$ cat src/rtl/mvm_pkg.sv
// Shared constants and types for the UART <-> MVM sequencer.
// Holds the default matrix/vector geometry, the derived bus widths and word counts,
// and the sequencer state encoding.
package mvm_pkg;

    localparam int R             = 2;
    localparam int C             = 2;
    localparam int W_X           = 4;
    localparam int W_K           = 4;
    localparam int W_Y_OUT       = 8;
    localparam int BITS_PER_WORD = 8;

    localparam int W_BUS_KX   = R * C * W_K + C * W_X;
    localparam int W_BUS_Y    = R * W_Y_OUT;
    localparam int N_WORDS_KX = W_BUS_KX / BITS_PER_WORD;
    localparam int N_WORDS_Y  = W_BUS_Y / BITS_PER_WORD;

    typedef enum logic [1:0] {
        RECV  = 2'd0,
        START = 2'd1,
        WAIT  = 2'd2,
        SEND  = 2'd3
    } state_t;

endpackage

$ cat src/rtl/mvm_seq_ctrl.sv
// Sequencer between the UART byte stream and the MVM datapath: packs received bytes
// into kx_bus, pulses mvm_start, latches y_bus on mvm_done and streams it back out.
// Latency: mvm_start the cycle after the last operand byte; m_valid the cycle after mvm_done.
// Backpressure: s_ready is high only while collecting; m_valid/m_data hold until m_ready.
//
// Ports: clk/rstn (async active-low reset); s_valid/s_ready/s_data byte input;
// kx_bus operand output {k, x}; mvm_start/mvm_done/y_bus MVM handshake;
// m_valid/m_ready/m_data byte output; busy and sticky ovf status.
// Optional macro MVM_SEQ_CTRL_TIMEOUT_EN adds an inter-byte timeout that discards a
// partial frame and pulses the extra output port 'timeout'.
module mvm_seq_ctrl #(
    parameter int R             = mvm_pkg::R,
    parameter int C             = mvm_pkg::C,
    parameter int W_X           = mvm_pkg::W_X,
    parameter int W_K           = mvm_pkg::W_K,
    parameter int W_Y_OUT       = mvm_pkg::W_Y_OUT,
    parameter int BITS_PER_WORD = mvm_pkg::BITS_PER_WORD,
`ifdef MVM_SEQ_CTRL_TIMEOUT_EN
    parameter int TIMEOUT_CLKS  = 4096,
`endif
    localparam int W_BUS_KX     = R * C * W_K + C * W_X,
    localparam int W_BUS_Y      = R * W_Y_OUT
) (
    input  logic                     clk,
    input  logic                     rstn,
    input  logic                     s_valid,
    output logic                     s_ready,
    input  logic [BITS_PER_WORD-1:0] s_data,
    output logic [W_BUS_KX-1:0]      kx_bus,
    output logic                     mvm_start,
    input  logic                     mvm_done,
    input  logic [W_BUS_Y-1:0]       y_bus,
    output logic                     m_valid,
    input  logic                     m_ready,
    output logic [BITS_PER_WORD-1:0] m_data,
    output logic                     busy,
    output logic                     ovf
`ifdef MVM_SEQ_CTRL_TIMEOUT_EN
    ,
    output logic                     timeout
`endif
);

    import mvm_pkg::*;

    localparam int N_WORDS_KX = W_BUS_KX / BITS_PER_WORD;
    localparam int N_WORDS_Y  = W_BUS_Y / BITS_PER_WORD;
    localparam int N_MAX      = (N_WORDS_KX > N_WORDS_Y) ? N_WORDS_KX : N_WORDS_Y;
    localparam int CNT_W      = $clog2(N_MAX + 1);

    state_t               state_q, state_d;
    logic [CNT_W-1:0]     cnt_q, cnt_d;
    logic [W_BUS_KX-1:0]  kx_q, kx_d;
    logic [W_BUS_Y-1:0]   y_q, y_d;
    logic                 ovf_q, ovf_d;
    logic [CNT_W-1:0]     tx_idx;

`ifdef MVM_SEQ_CTRL_TIMEOUT_EN
    localparam int TW = $clog2(TIMEOUT_CLKS);
    logic [TW-1:0]        idle_q, idle_d;
`endif

    always_ff @(posedge clk or negedge rstn) begin
        if (!rstn) begin
            state_q <= RECV;
            cnt_q   <= '0;
            kx_q    <= '0;
            y_q     <= '0;
            ovf_q   <= 1'b0;
`ifdef MVM_SEQ_CTRL_TIMEOUT_EN
            idle_q  <= '0;
`endif
        end else begin
            state_q <= state_d;
            cnt_q   <= cnt_d;
            kx_q    <= kx_d;
            y_q     <= y_d;
            ovf_q   <= ovf_d;
`ifdef MVM_SEQ_CTRL_TIMEOUT_EN
            idle_q  <= idle_d;
`endif
        end
    end

    always_comb begin
        state_d   = state_q;
        cnt_d     = cnt_q;
        kx_d      = kx_q;
        y_d       = y_q;
        s_ready   = 1'b0;
        mvm_start = 1'b0;
        m_valid   = 1'b0;
`ifdef MVM_SEQ_CTRL_TIMEOUT_EN
        idle_d    = '0;
        timeout   = 1'b0;
`endif

        case (state_q)
            RECV: begin
                s_ready = 1'b1;
                if (s_valid) begin
                    kx_d[cnt_q*BITS_PER_WORD +: BITS_PER_WORD] = s_data;
                    if (cnt_q == CNT_W'(N_WORDS_KX - 1)) begin
                        cnt_d   = '0;
                        state_d = START;
                    end else begin
                        cnt_d = cnt_q + 1'b1;
                    end
                end
`ifdef MVM_SEQ_CTRL_TIMEOUT_EN
                // An accepted byte always beats the timeout: idle_d stays 0 and the
                // byte is stored above.
                else if (cnt_q != '0) begin
                    if (idle_q == TW'(TIMEOUT_CLKS - 1)) begin
                        timeout = 1'b1;
                        cnt_d   = '0;
                    end else begin
                        idle_d = idle_q + 1'b1;
                    end
                end
`endif
            end
            START: begin
                mvm_start = 1'b1;
                // A zero-latency MVM may complete in the launch cycle itself.
                if (mvm_done) begin
                    y_d     = y_bus;
                    state_d = SEND;
                end else begin
                    state_d = WAIT;
                end
            end
            WAIT: begin
                if (mvm_done) begin
                    y_d     = y_bus;
                    state_d = SEND;
                end
            end
            SEND: begin
                m_valid = 1'b1;
                if (m_ready) begin
                    if (cnt_q == CNT_W'(N_WORDS_Y - 1)) begin
                        cnt_d   = '0;
                        state_d = RECV;
                    end else begin
                        cnt_d = cnt_q + 1'b1;
                    end
                end
            end
            default: state_d = RECV;
        endcase
    end

    // A byte offered while not collecting is dropped and flagged until reset.
    assign ovf_d = ovf_q | (s_valid & ~s_ready);

    // Outside SEND the counter can exceed the result word range; clamp the select.
    always_comb begin
        tx_idx = (cnt_q < CNT_W'(N_WORDS_Y)) ? cnt_q : '0;
        m_data = y_q[tx_idx*BITS_PER_WORD +: BITS_PER_WORD];
    end

    assign kx_bus = kx_q;
    assign ovf    = ovf_q;
    assign busy   = !((state_q == RECV) && (cnt_q == '0));

endmodule
$ cat config.mk
export PLATFORM = sky130hd
export DESIGN_NAME = mvm_seq_ctrl
export DESIGN_NICKNAME = d
export VERILOG_FILES = /design/src/rtl/mvm_pkg.sv /design/src/rtl/mvm_seq_ctrl.sv
export SDC_FILE = /design/constraint.sdc
export NUM_CORES = 1
export LEC_CHECK = 0
export BUFFER_PORTS_ARGS = -buffer_cell sky130_fd_sc_hd__buf_2
export CAP_MARGIN = 20
export CORE_ASPECT_RATIO = 1.2
export CORE_MARGIN = 2
export CORE_UTILIZATION = 48
export CTS_BUF_LIST = sky130_fd_sc_hd__clkbuf_2
export CTS_CLUSTER_SIZE = 12
export DETAILED_ROUTE_END_ITERATION = 7
export PLACE_DENSITY_LB_ADDON = 0.25
export SLEW_MARGIN = 20
export SYNTH_ARGS = -nofsm -noshare
export SYNTH_HDL_FRONTEND = slang
export SYNTH_SLANG_ARGS = --single-unit
$ cat constraint.sdc
create_clock -name clk -period 3.7 [get_ports clk]
set_input_delay 0.37 -clock clk [delete_from_list [all_inputs] [get_ports clk]]
set_output_delay 0.37 -clock clk [all_outputs]
set_load 0.01 [all_outputs]
==> reports/qor.yml <==
status:
  status: "finished clean"
timing:
  setup_viol: 0
  fin_setup_tns_ns: 0
  slew_headroom_pct: 56.3
  tightest_slew_ns: 0.654
  fin_crit_sh_pct: 64.3
  fin_crit_ns: 2.38
  fmax_mhz: 421
  rsz0062_at_grt: "no"
  slew_viol_final: 0
  setup_ws_ns: 1.32
  fin_skew_ns: 0.00831
  hold_violations: 0
setup_path:
  worstSetupPathType: "reg2out"
  endpoint_kind: "primary output"
  critical_path.max_fanout: 9
  required_ns: 3.33
  startpoint_type: "flip-flop"
  cp.arrival_ns: 2.01
finish:
  fill_cells: 360
  finalInstanceArea_um2: 2490
  n_antenna_cell: 0
  drive_gt1_share_pct: 46.0
  multi_input_area_um2: 893
  fin_nets: 278
  syn_to_final_growth_pct: 20.3
  seqCellArea_um2: 1130
clock_tree:
  cts.sinks: 45
  clockBufferDepth: 2
  tritoncts: "built"
  insertion_delay_ns: 0.42
  cts_made_buffers: 5
  post_cts_resized: 0
  root_buffer: "clkbuf_2"
  cts_hold_buf: 0
  htree_levels: 2
  clk_pin_slew_ns: 0.22
  post-cts-setup-buffers: 0
routing:
  drt-pass1-iter-count: 4
  routed_wl_um: 4110
  drt_first_iter_violations: 63
  num_vias: 1487
  wire_per_inst_um: 13.9
  final_antenna_net_count: 0
  viasPerCell: 5.04
  remaining_drc_errors: 0
global_route:
  grt_antenna_before_repair: 0
  grt_pass1_vias: 1466
  grt_use_total_pct: 18.1
  grt_start_max_net_pins: 46
  grt_pass1_wl_um: 6840
  grt_overflow: 0
synthesis:
  syn_nets: 211
  synth_cell_type_count: 22
  synth-seq-cells: 45
  syn_area_um2: 2070
  avgSynthCellArea_um2: 12.1
  syn_inst: 171
  ys_seq_area_share_pct: 54.3
  synth_top_area_share_pct: 54.3
  yosys_warnings: 0
  synth_area_leader_cell: "dfrtp_1"
  synthTopCellsByArea: "dfrtp_1, mux2_2, ha_1"
placement:
  portBuffers: 65
  gp_congestion: 0.724
  place_hpwl_um: 3060
  post-place-ws_ns: 1.71
  place_area_um2: 2440
power_and_ir_drop:
  ir_drop_mv: 0.534
  powerDensity_nw_per_um2: 811
  finalPower_uw: 2020
  leakage_uw: 0.00125
floorplan:
  ioPinCount: 66
  dieArea_um2: 4860
  start_util_pct: 49.4
  core-area_um2: 4200
  num_rows: 26
  dieWidth_um: 64.0
  dieHeight_um: 76.0
worst_hold_path:
  hp-class: "in2reg"
run:
  cap_viol_max_count: 0
critical path: stages, from the launching register on:
cell and delay, ns:
dfrtp_1 0.45, inv_1 0.15, ha_1 0.46, mux2_2 0.39, buf_2 0.14
flip-flops by register name (all words and copies together) (netlist names):
register and cells:
kx_bus 24, y_q 16, cnt_q 2, state_q 2, ovf 1
stage by stage:
stage               instances  utilization, %  hold slack [ns]
finish                    295            59.4            0.158
global route              295            59.4            0.128
CTS                       294            59.1           0.0943
detailed placement        286            58.1            0.465
global placement          286            58.1            0.456
floorplan                 171               -           0.0744
path summary, 6_finish.rpt:
path                            start  cells after the start  slack (ns)          to
max in group asynchronous        rstn                      2        2.88      y_q[7]
min in group asynchronous        rstn                      2        0.43  kx_bus[18]
hold / removal               y_bus[3]                      2        0.16      y_q[3]
hold reg to reg            kx_bus[17]                      2        0.50  kx_bus[17]
setup reg to reg             cnt_q[0]                      5        1.69  kx_bus[16]
setup / recovery             cnt_q[1]                      4        1.32   m_data[2]
cells in the final DEF (no fill, tap or decap):
cell type,count
nor2_1,1
nor4b_4,1
nand3_1,2
mux2i_1,6
clkinvlp_4,1
and3_1,1
buf_2,64
buf_4,1
nor4b_2,1
a211oi_1,1
clkbuf_2,7
a22o_2,8
mux2_2,25
ha_1,11
o21ai_0,16
and4bb_2,1
inv_1,6
a222oi_1,1
dlygate4sd3_1,1
nand2_1,36
dfrtp_1,45
a21oi_1,1
o21bai_1,1
nand3_4,1
power breakdown:
group | switching [uW] | internal, uW
combinational | 492 | 498
sequential | 121 | 697
clock | 160 | 52.2
total | 773 | 1250
routing by layer:
metal	track usage [%]	vias to the layer above	wire length [um]
met1	22.0	709	1730
met5	0	-	0
li1	-	723	-
met4	6.52	0	59
met2	30.0	50	2050
met3	5.32	5	276
Yosys cell counts (all sizes together):
| cell | n |
|---|---|
| o21bai | 1 |
| a222oi | 1 |
| inv | 6 |
| nand3 | 3 |
| and3 | 1 |
| nor4b | 2 |
| a22o | 8 |
| mux2 | 25 |
| buf | 4 |
| and4bb | 1 |
| dfrtp | 45 |
| mux2i | 6 |
| o21ai | 16 |
| a21oi | 1 |
| a211oi | 1 |
| clkbuf | 2 |
| nand2 | 36 |
| ha | 11 |
| nor2 | 1 |
cells by family (layout without fill, tap and decap cells):
family,Yosys count,in the layout,share of synthesized area [%]
AO/OA/AOI/OAI,28,28,9.18
adder cells (fa/ha/maj),11,11,6.64
buffers and inverters,12,80,2.54
flip-flops,45,45,54.3
multiplexers,31,31,16.5
AND/OR/NAND/NOR,44,44,10.8
area by class of cell:
type	instances	area share (%)
clock buffers	7	1.41
clock inverters	1	0.301
inverters	6	0.904
multi-input cells	114	35.8
flip-flops and latches	45	45.2
well taps	56	2.81
repair buffers	66	13.6
(Power assumes the default switching activity.)
